$ cat config.mk
export PLATFORM = sky130hd
export DESIGN_NAME = alu_operand_seq
export DESIGN_NICKNAME = d
export VERILOG_FILES = /design/src/rtl/alu_seq_pkg.sv /design/src/rtl/btn_debounce.sv /design/src/rtl/alu_operand_seq.sv
export SDC_FILE = /design/constraint.sdc
export NUM_CORES = 1
export LEC_CHECK = 0
export CORE_MARGIN = 2
export CORE_UTILIZATION = 55
export DETAILED_ROUTE_END_ITERATION = 8
export GPL_TIMING_DRIVEN = 0
export PLACE_DENSITY = 0.88
export SLEW_MARGIN = 20
export SYNTH_ARGS = -nofsm -noshare
export SYNTH_HDL_FRONTEND = slang
export SYNTH_SLANG_ARGS = --single-unit
$ cat constraint.sdc
create_clock -name clk -period 4.2 [get_ports clk]
set_input_delay 0.84 -clock clk [delete_from_list [all_inputs] [get_ports clk]]
set_output_delay 0.84 -clock clk [all_outputs]
set_load 0.02 [all_outputs]
$ cat src/rtl/alu_seq_pkg.sv
// Shared types and constants for the ALU operand sequencer: FSM state codes,
// button indices and ALU flag bit positions.
package alu_seq_pkg;

  typedef enum logic [2:0] {
    S_A    = 3'd0,
    S_B    = 3'd1,
    S_OP   = 3'd2,
    S_EXEC = 3'd3,
    S_SHOW = 3'd4
  } state_t;

  localparam int BTN_NEXT  = 0;
  localparam int BTN_CLR   = 1;
  localparam int BTN_RERUN = 2;

  localparam int FLAG_CF = 3;
  localparam int FLAG_ZF = 2;
  localparam int FLAG_SF = 1;
  localparam int FLAG_OF = 0;

endpackage

$ cat src/rtl/btn_debounce.sv
// Push-button conditioner: 2-flop synchronizer, stability counter and a
// registered one-cycle pulse on each accepted rising edge.
module btn_debounce #(
  parameter int DEBOUNCE_CYCLES = 20
) (
  input  logic clk,
  input  logic rst,
  input  logic btn,
  output logic pulse
);

  localparam int CW = $clog2(DEBOUNCE_CYCLES + 1);
  localparam logic [CW-1:0] CNT_LAST = CW'(DEBOUNCE_CYCLES - 1);

  logic          sync1_r;
  logic          sync2_r;
  logic          stable_r;
  logic          stable_d_r;
  logic          pulse_r;
  logic [CW-1:0] cnt_r;

  // two-flop synchronizer for the raw button
  always_ff @(posedge clk or posedge rst) begin
    if (rst) begin
      sync1_r <= 1'b0;
      sync2_r <= 1'b0;
    end else begin
      sync1_r <= btn;
      sync2_r <= sync1_r;
    end
  end

  // stable level flips only after DEBOUNCE_CYCLES consecutive differing samples
  always_ff @(posedge clk or posedge rst) begin
    if (rst) begin
      cnt_r    <= {CW{1'b0}};
      stable_r <= 1'b0;
    end else if (sync2_r == stable_r) begin
      cnt_r    <= {CW{1'b0}};
    end else if (cnt_r == CNT_LAST) begin
      cnt_r    <= {CW{1'b0}};
      stable_r <= sync2_r;
    end else begin
      cnt_r    <= cnt_r + CW'(1);
    end
  end

  // registered rising-edge detect on the stable level
  always_ff @(posedge clk or posedge rst) begin
    if (rst) begin
      stable_d_r <= 1'b0;
      pulse_r    <= 1'b0;
    end else begin
      stable_d_r <= stable_r;
      pulse_r    <= stable_r & ~stable_d_r;
    end
  end

  assign pulse = pulse_r;

endmodule

$ cat src/rtl/alu_operand_seq.sv
// Board front-end for the 4-bit ALU: collects A, B and opcode from the switches,
// runs the ALU for a fixed settle window and latches result/flags for display.
module alu_operand_seq #(
  parameter int DEBOUNCE_CYCLES = 20,
  parameter int SETTLE_CYCLES   = 2
) (
  input  logic       clk,
  input  logic       rst,
  input  logic [3:0] sw,
  input  logic [2:0] btn,
  input  logic [3:0] alu_result,
  input  logic [3:0] alu_flags,
  output logic [3:0] a,
  output logic [3:0] b,
  output logic [2:0] op,
  output logic       alu_en,
  output logic [3:0] result_q,
  output logic [3:0] flags_q,
  output logic [2:0] stage,
  output logic       done,
  output logic [7:0] op_count
);

  import alu_seq_pkg::*;

  localparam int SW_W = $clog2(SETTLE_CYCLES + 1);
  localparam logic [SW_W-1:0] SETTLE_LAST = SW_W'(SETTLE_CYCLES - 1);

  logic [2:0]      pulse_s;
  logic            next_p_s;
  logic            clr_p_s;
  logic            rerun_p_s;

  state_t          state_r;
  state_t          state_nx_s;
  logic [SW_W-1:0] settle_r;
  logic [3:0]      a_r;
  logic [3:0]      b_r;
  logic [2:0]      op_r;
  logic [3:0]      result_r;
  logic [3:0]      flags_r;
  logic [7:0]      op_count_r;
  logic            alu_en_r;
  logic            done_r;

  logic            load_a_s;
  logic            load_b_s;
  logic            load_op_s;
  logic            capture_s;
  logic            clear_s;

  for (genvar i = 0; i < 3; i++) begin : g_btn
    btn_debounce #(.DEBOUNCE_CYCLES(DEBOUNCE_CYCLES)) u_deb (
      .clk   (clk),
      .rst   (rst),
      .btn   (btn[i]),
      .pulse (pulse_s[i])
    );
  end

  assign next_p_s  = pulse_s[BTN_NEXT];
  assign clr_p_s   = pulse_s[BTN_CLR];
  assign rerun_p_s = pulse_s[BTN_RERUN];

  // next-state and datapath strobes; clear overrides everything
  always_comb begin
    state_nx_s = state_r;
    load_a_s   = 1'b0;
    load_b_s   = 1'b0;
    load_op_s  = 1'b0;
    capture_s  = 1'b0;
    clear_s    = 1'b0;
    if (clr_p_s) begin
      clear_s    = 1'b1;
      state_nx_s = S_A;
    end else begin
      case (state_r)
        S_A: begin
          if (next_p_s) begin
            load_a_s   = 1'b1;
            state_nx_s = S_B;
          end else begin
            state_nx_s = S_A;
          end
        end
        S_B: begin
          if (next_p_s) begin
            load_b_s   = 1'b1;
            state_nx_s = S_OP;
          end else begin
            state_nx_s = S_B;
          end
        end
        S_OP: begin
          if (next_p_s) begin
            load_op_s  = 1'b1;
            state_nx_s = S_EXEC;
          end else begin
            state_nx_s = S_OP;
          end
        end
        S_EXEC: begin
          if (settle_r == SETTLE_LAST) begin
            capture_s  = 1'b1;
            state_nx_s = S_SHOW;
          end else begin
            state_nx_s = S_EXEC;
          end
        end
        S_SHOW: begin
          if (next_p_s) begin
            state_nx_s = S_A;
          end else if (rerun_p_s) begin
            state_nx_s = S_EXEC;
          end else begin
            state_nx_s = S_SHOW;
          end
        end
        default: begin
          state_nx_s = S_A;
        end
      endcase
    end
  end

  // state register with registered enable/done decoded from the next state
  always_ff @(posedge clk or posedge rst) begin
    if (rst) begin
      state_r  <= S_A;
      alu_en_r <= 1'b0;
      done_r   <= 1'b0;
    end else begin
      state_r  <= state_nx_s;
      alu_en_r <= (state_nx_s == S_EXEC);
      done_r   <= (state_nx_s == S_SHOW);
    end
  end

  // settle counter restarts on every entry into S_EXEC
  always_ff @(posedge clk or posedge rst) begin
    if (rst) begin
      settle_r <= {SW_W{1'b0}};
    end else if ((state_r == S_EXEC) && (state_nx_s == S_EXEC)) begin
      settle_r <= settle_r + SW_W'(1);
    end else begin
      settle_r <= {SW_W{1'b0}};
    end
  end

  // operand, result and execution-count registers
  always_ff @(posedge clk or posedge rst) begin
    if (rst) begin
      a_r        <= 4'd0;
      b_r        <= 4'd0;
      op_r       <= 3'd0;
      result_r   <= 4'd0;
      flags_r    <= 4'd0;
      op_count_r <= 8'd0;
    end else if (clear_s) begin
      a_r        <= 4'd0;
      b_r        <= 4'd0;
      op_r       <= 3'd0;
      result_r   <= 4'd0;
      flags_r    <= 4'd0;
    end else begin
      if (load_a_s)  a_r  <= sw;
      if (load_b_s)  b_r  <= sw;
      if (load_op_s) op_r <= sw[2:0];
      if (capture_s) begin
        result_r   <= alu_result;
        flags_r    <= alu_flags;
        op_count_r <= op_count_r + 8'd1;
      end
    end
  end

  assign a        = a_r;
  assign b        = b_r;
  assign op       = op_r;
  assign alu_en   = alu_en_r;
  assign result_q = result_r;
  assign flags_q  = flags_r;
  assign stage    = state_r;
  assign done     = done_r;
  assign op_count = op_count_r;

endmodule
==> summary.txt <==
Setup path
  • Max incr delay on CP: around 0.66 ns
  • CP top delay family: buffers and inverters
  • CP startpoint kind: register
  • CP Max Fanout: 5
  • Critical Path RT: 3.36 ns
  • Worst Path Class, Setup: reg -> out
  • Buffers & Inverters on Critical Path: 1
  • Crit-path cells: clkdlybuf4s50_1
  • CP max-delay cell: clkdlybuf4s50_1
  • Crit path capture type: output port
  • Critical path arrival: between 1 and 1.5 ns

STA
  • F_max: between 0.4 and 0.5 GHz
  • Final setup viols: 0
  • Tightest Pin Transition: just over 0.6 ns
  • RSZ-0062 raised after global routing: no
  • Worst hold slack: 0.350 ns
  • Final setup TNS: 0 ns
  • Final Max Tran Viols: 0
  • Slew HR: 59.0%
  • Fin crit period: between 2 and 2.5 ns
  • Clk_skew: between 0.01 and 0.015 ns
  • Final hold violation count: 0
  • Period Utilization, post-route: 55.3%

Cells and area
  • Fillcell total: 295
  • # nets final: 287
  • Core Util, Final: 72.7%
  • Synthesis-to-layout area growth: 29.1%
  • N_diodes: 0
  • Share of cells above drive strength 1: around 12%

Global route
  • Gr usage total: 20.7%
  • Initial antenna violation count: 0
  • Total grt overflow: 0
  • Grt met1 use: between 20% and 30%
  • Met2 Resource Use GR: between 30 and 40%
  • Global-route wire length before repair: 8.06 mm
  • Met3 Use GR: ~7.7%
  • Top Usage Layer GRT: met2
  • Largest net degree at the start of global routing: 41
  • Vias in the first global route: 1603

Clock network
  • CTS tree: yes
  • Max Buffers Root-to-Sink: 2
  • Post-CTS resize count: 0
  • Hold_buf cts: 0
  • H-tree levels: 3
  • # clock sinks: 64
  • Num CTS Buffers: 9
  • Worst-Skew Late Latency: 0.35 ns
  • Clock transition at path regs: roughly 0.070 ns
  • Post-CTS setup buffer count: 0
  • Clock root cell: clkbuf_8

Synthesis
  • Synth top area share: about three fifths
  • Post-synth net total: 227
  • Cell count after synthesis: 205
  • Top_reg_cell synth: dfrtp_1
  • Mapped cell area: roughly 2600 sq um
  • Ys Warns: 0
  • Async SR Flop Fraction: 100%
  • Syn Area/Cell: 12.9 sq um
  • Most frequent cell after synthesis: dfrtp_1
  • Seq/Total Area, Yosys: 60.6%
  • Post-synth EDFFs: 0
  • Ranking of synthesized cells by area: dfrtp_1, xor2_1, mux2i_1
  • Count of cell types in the netlist: 41
  • Synth area leader: dfrtp_1
  • Yosys reg bits: 64
  • Commonest cells post-synth: dfrtp_1, nor2_1, xor2_1

Die
  • Die H: 73.3 um
  • IO Count: 49
  • Die ar.: 5380 sq um
  • # rows: 25
  • Starting Density: approximately 56%
  • Die width: between 70 and 80 um
  • Core area: 4690 sq um

Route
  • Antenna-violating nets left: 0
  • Via density: 5.38
  • Routed wire length: ~5.0 mm
  • DR DRC count: 0
  • Overall via count from detail_route: 1743
  • DRT iter0 DRCs: about 100
  • Routed WL per cell: 15.4 um
  • Pre-antenna DRT Iters: 4

Run
  • Max_cap viols: 0

Worst hold path
  • Hold Crit Class: reg -> reg

Pwr
  • PwrDens: 355 nW/um^2
  • Leak: roughly 1.6 nW
  • Peak supply drop: 257 uV

Placement
  • DP Wirelength: 3.24 mm
  • Gpl congestion: 0.755
  • Port bufs: 48

Outcome
  • Run status: finished, final reports clean
## per-layer routing
metal  part of all wire (%)  vias to the layer above
met2                     49                       49
met5                      0                        -
met4                    2.0                        0
li1                       -                      831
met3                    4.4                        9
met1                     44                      854
## worst paths after layout
| kind | slack, ns | from | end | cells past startpoint |
|---|---|---|---|---|
| max | 1.88 | stage[0]$_DFF_PP0_ | stage[0] | 1 |
| min | 0.35 | g_btn[0].u_deb.sync1_r$_DFF_PP0_ | g_btn[0].u_deb.sync2_r$_DFF_PP0_ | 0 |
| max reg2reg | 2.52 | settle_r[1]$_DFF_PP0_ | op_count[1]$_DFFE_PP0P_ | 4 |
| min reg2reg | 0.35 | g_btn[0].u_deb.sync1_r$_DFF_PP0_ | g_btn[0].u_deb.sync2_r$_DFF_PP0_ | 0 |
| max in group asynchronous | 2.88 | rst | a[1]$_DFFE_PP0P_ | 3 |
| min in group asynchronous | 0.82 | rst | g_btn[1].u_deb.cnt_r[2]$_DFF_PP0_ | 2 |
## registers in the layout (all words and copies together), names as in the netlist
signal                  cells
a                           4
alu_en                      1
b                           4
done                        1
flags_q                     4
g_btn.u_deb.cnt_r          15
g_btn.u_deb.pulse           3
g_btn.u_deb.stable_d_r      3
g_btn.u_deb.stable_r        3
g_btn.u_deb.sync1_r         3
g_btn.u_deb.sync2_r         3
op                          3
op_count                    8
result_q                    4
settle_r                    2
stage                       3
## area by class of cell
type	count	area [sq um]	area share, %
Buffer	6	38.8	1.14
Timing Repair Buffer	49	500	14.7
Tap cell	54	67.6	1.98
Multi-Input combinational cell	131	987	28.9
Sequential cell	64	1600	46.9
Inverter	4	17.5	0.513
Clock buffer	13	159	4.66
Clock inverter	3	40.0	1.17
## cells by family (layout without fill, tap and decap cells)
group,Yosys count,count (layout),synth area share (%)
AND/OR/NAND/NOR,74,74,16.8
flip-flops,64,64,60.6
XOR/XNOR,19,19,6.30
AO/OA/AOI/OAI,17,17,5.68
multiplexers,16,16,6.25
buffers and inverters,10,75,2.04
adder cells (fa/ha/maj),5,5,2.37
## cell usage in the layout, fill, tap and decap left out, types with 3 or more instances in the layout
| cell | synthesis | final |
|---|---|---|
| a22o_1 | 8 | 8 |
| and2_1 | 4 | 4 |
| clkbuf_1 | 2 | 4 |
| clkbuf_8 | 0 | 11 |
| clkdlybuf4s50_1 | 0 | 48 |
| dfrtp_1 | 64 | 64 |
| ha_1 | 5 | 5 |
| inv_1 | 4 | 3 |
| mux2_2 | 3 | 3 |
| mux2i_1 | 12 | 12 |
| nand2_1 | 10 | 10 |
| nand3_1 | 6 | 6 |
| nor2_1 | 26 | 26 |
| nor2b_1 | 4 | 4 |
| nor3_1 | 7 | 7 |
| o31ai_1 | 3 | 3 |
| xnor2_1 | 5 | 5 |
| xor2_1 | 14 | 14 |
## per-stage QoR
step / instances / total power [W] / area, sq um / setup slack [ns]
after floorplan: 205 / 0.000666 / 2640 / 1.76
after global placement: 307 / 0.000687 / 3190 / 0.794
after detailed placement: 308 / 0.000692 / 3210 / 2.23
after CTS: 324 / 0.00122 / 3410 / 1.86
after global routing: 324 / 0.00126 / 3410 / 1.84
final: 324 / 0.00121 / 3410 / 1.88
## where the power goes
group / switching [W] / internal [W]
sequential: 0.00000744 / 0.000626
clock: 0.000227 / 0.000305
combinational: 0.0000231 / 0.0000231
Note: power is estimated with default switching activity, not from simulation.
==> RTL edit (same flow settings) <==
Make the reset (`rst`) synchronous in 6 clocked blocks.
--- a/src/rtl/btn_debounce.sv
+++ b/src/rtl/btn_debounce.sv
@@ -22,3 +22,3 @@
   // two-flop synchronizer for the raw button
-  always_ff @(posedge clk or posedge rst) begin
+  always_ff @(posedge clk) begin
     if (rst) begin
@@ -33,3 +33,3 @@
   // stable level flips only after DEBOUNCE_CYCLES consecutive differing samples
-  always_ff @(posedge clk or posedge rst) begin
+  always_ff @(posedge clk) begin
     if (rst) begin
@@ -48,3 +48,3 @@
   // registered rising-edge detect on the stable level
-  always_ff @(posedge clk or posedge rst) begin
+  always_ff @(posedge clk) begin
     if (rst) begin
--- a/src/rtl/alu_operand_seq.sv
+++ b/src/rtl/alu_operand_seq.sv
@@ -126,3 +126,3 @@
   // state register with registered enable/done decoded from the next state
-  always_ff @(posedge clk or posedge rst) begin
+  always_ff @(posedge clk) begin
     if (rst) begin
@@ -139,3 +139,3 @@
   // settle counter restarts on every entry into S_EXEC
-  always_ff @(posedge clk or posedge rst) begin
+  always_ff @(posedge clk) begin
     if (rst) begin
@@ -150,3 +150,3 @@
   // operand, result and execution-count registers
-  always_ff @(posedge clk or posedge rst) begin
+  always_ff @(posedge clk) begin
     if (rst) begin
Behaviour: no difference found for any inputs over 10 cycles, from zero or initial values and one cycle with rst high; that may be too few to reach the edited logic, so the function may still have changed.
==> RTL edit against the original RTL <==
- worst setup slack lost 0.047 ns
- final area shrank 7.2%
- synthesized cell count grew 27%
- synthesized area shrank 7.7%
- critical endpoint is now stage[2]
- total power shrank 6.5%
- highest routed layer unchanged
- sequential power shrank 3.5%
- final cell count grew 16%
- wire length shrank 6.9%
- sequential cell count is the same
- fmax shrank 2.0%
==> RTL edit: results (changes against the original RTL) <==
- Run status: finished, final reports clean (unchanged)
* Slowest cell on the critical path: clkdlybuf4s50_1 (unchanged)
- The endpoint with the worst hold slack is g_btn[0].u_deb.pulse (was g_btn[0].u_deb.sync2_r).
* Data arrival at the endpoint of the critical path: 1.53 ns (was 1.48 ns)
- Most frequently used flop master after synthesis: dfxtp_1 (was dfrtp_1)
- The slack of the worst reg-to-reg path came to 2.66 ns (was 2.52 ns).
* IR Drop Worst-Case VDD: 0.273 mV (was 0.257 mV)
- Most flop-heavy register: g_btn.u_deb.cnt_r (unchanged)
* Number of max-slew violations in the final report: 0 (unchanged)
* R2r startpoint: settle_r[0] (was settle_r[1])
- The violation count after the first detailed-routing iteration came to 77 (was 104).
- Synth top cells by count: dfxtp_1 (64), nor2_1 (40), nand2_1 (31), mux2i_1 (17), a21oi_1 (14) (was dfrtp_1 (64), nor2_1 (26), xor2_1 (14), mux2i_1 (12), nand2_1 (10))
- Top post-synthesis cells by area: dfxtp_1 (53%), mux2i_1 (7.0%), nor2_1 (6.2%) (was dfrtp_1 (61%), xor2_1 (4.6%), mux2i_1 (4.5%))
* Leakage Power: 1.16 nW (was 1.57 nW)
- The fill cell total of the finished layout is 326 (was 295).
- The cell area reported after detailed placement came to 2990 um^2 (was 3210 um^2).
* Number of vias per cell after detailed routing: 5.09 (was 5.38)
- The share of async-settable or async-resettable flops after synthesis came to 0 (was 1.00).
- The synthesized net count was 282 (was 227).
* Wire per inst: 12.4 um (was 15.4 um)
- The root buffer selected by CTS was clkbuf_8 (unchanged).
- The portion of the post-synthesis area used by sequential elements is 0.525 (was 0.606).
- Synth cell types: 36 (was 41)
- On the worst path, the slowest cell contributes a delay of 0.67 ns.
- The wire length of the first global-routing pass is 7620 um (was 8060 um).
* Number of nets in the layout: 341 (was 287)
- Max-slew headroom: 0.696 (was 0.590)
- Min-Delay Startpoint: g_btn[0].u_deb.stable_d_r (was g_btn[0].u_deb.sync1_r)
* Final HPWL from detailed placement: 3200 um (was 3240 um)
- The all-layer global routing usage was 0.198 (was 0.207).
* FF-to-FF End: op_count[5] (was op_count[1])
- The number of antenna cells inserted came to 0 (unchanged).
* Maximum number of pins on one net before global-route repair: 11 (was 41)
* Cell depth of the worst flop-to-flop path: 6 (was 4)
* Share of post-route cells with drive strength above 1: 0.0864 (was 0.122)
* Vias in the first global route: 1,781 (was 1,603)
- After clock tree synthesis, the clock-pin slew on the worst setup and hold paths is 0.06 ns.
* Worst Skew: 0.00750 ns (was 0.0124 ns)
- First-pass detailed-route iteration total: 4 (unchanged)
* Final weighted congestion in routability-driven placement: 0.818 (was 0.755)
- Max Fanout on Critical Path: 9 (was 5)
* Cell depth of the worst hold path: 1 (was 0)
-- RTL edit: changes by cell type after synthesis, sizes merged, moves of 5 or more --
cell / unedited run / this run
mux2i: 12 / 17
nand2: 10 / 31
dfrtp: 64 / 0
dfxtp: 0 / 64
xor2: 14 / 9
a22o: 8 / 0
nor2b: 4 / 13
a21oi: 1 / 15
inv: 4 / 9
nor2: 26 / 40
-- RTL edit: worst max-delay path by stage --
stage                         from                      end  slack [ns]  depth (start not counted)
after floorplan                rst  g_btn[0].u_deb.stable_r        2.62                          3
after global placement         rst              op_count[7]        1.75                          4
after detailed placement       rst              op_count[6]        1.70                          4
after CTS                 stage[2]                 stage[2]        1.83                          1
after global routing      stage[2]                 stage[2]        1.78                          1
final                     stage[2]                 stage[2]        1.83                          1
-- RTL edit: layout make-up --
class,instances,area share
plain buffers,10,0.0174
clock buffers,12,0.0427
clock inverters,4,0.0142
inverters,9,0.0107
multi-input cells,177,0.338
flip-flops and latches,64,0.405
well taps,52,0.0206
repair buffers,48,0.152
-- RTL edit: metal layers --
metal / up-vias / routed length (um) / track usage
li1: 973 / - / -
met2: 46 / 2260 / 0.332
met5: - / 0 / 0
met1: 882 / 2040 / 0.218
met4: 0 / 140 / 0.136
met3: 12 / 218 / 0.0541
-- RTL edit: logic make-up after synthesis --
group                    after synthesis  synth area share
flip-flops                            64             0.525
buffers and inverters                 19            0.0364
XOR/XNOR                              15            0.0538
AND/OR/NAND/NOR                      115             0.228
multiplexers                          17            0.0697
AO/OA/AOI/OAI                         25            0.0615
adder cells (fa/ha/maj)                5            0.0256
-- RTL edit: through the flow --
stage                     power, mW  instances   util  setup WS, ns  hold WS, ns
final                          1.13        376  0.732          1.83        0.380
after global routing           1.17        376  0.732          1.78        0.385
after CTS                      1.14        376  0.732          1.83        0.383
after detailed placement      0.657        360  0.690          1.70        0.374
after global placement        0.656        360  0.690          1.75        0.372
after floorplan               0.637        260      -          2.62        0.367
-- RTL edit: power by group --
part	total [mW]	internal, mW	switching [mW]	leakage, nW
clock network	0.490	0.272	0.218	0.0941
logic	0.0311	0.0182	0.0129	0.554
registers	0.612	0.610	0.00169	0.517
total	1.13	0.900	0.233	1.16
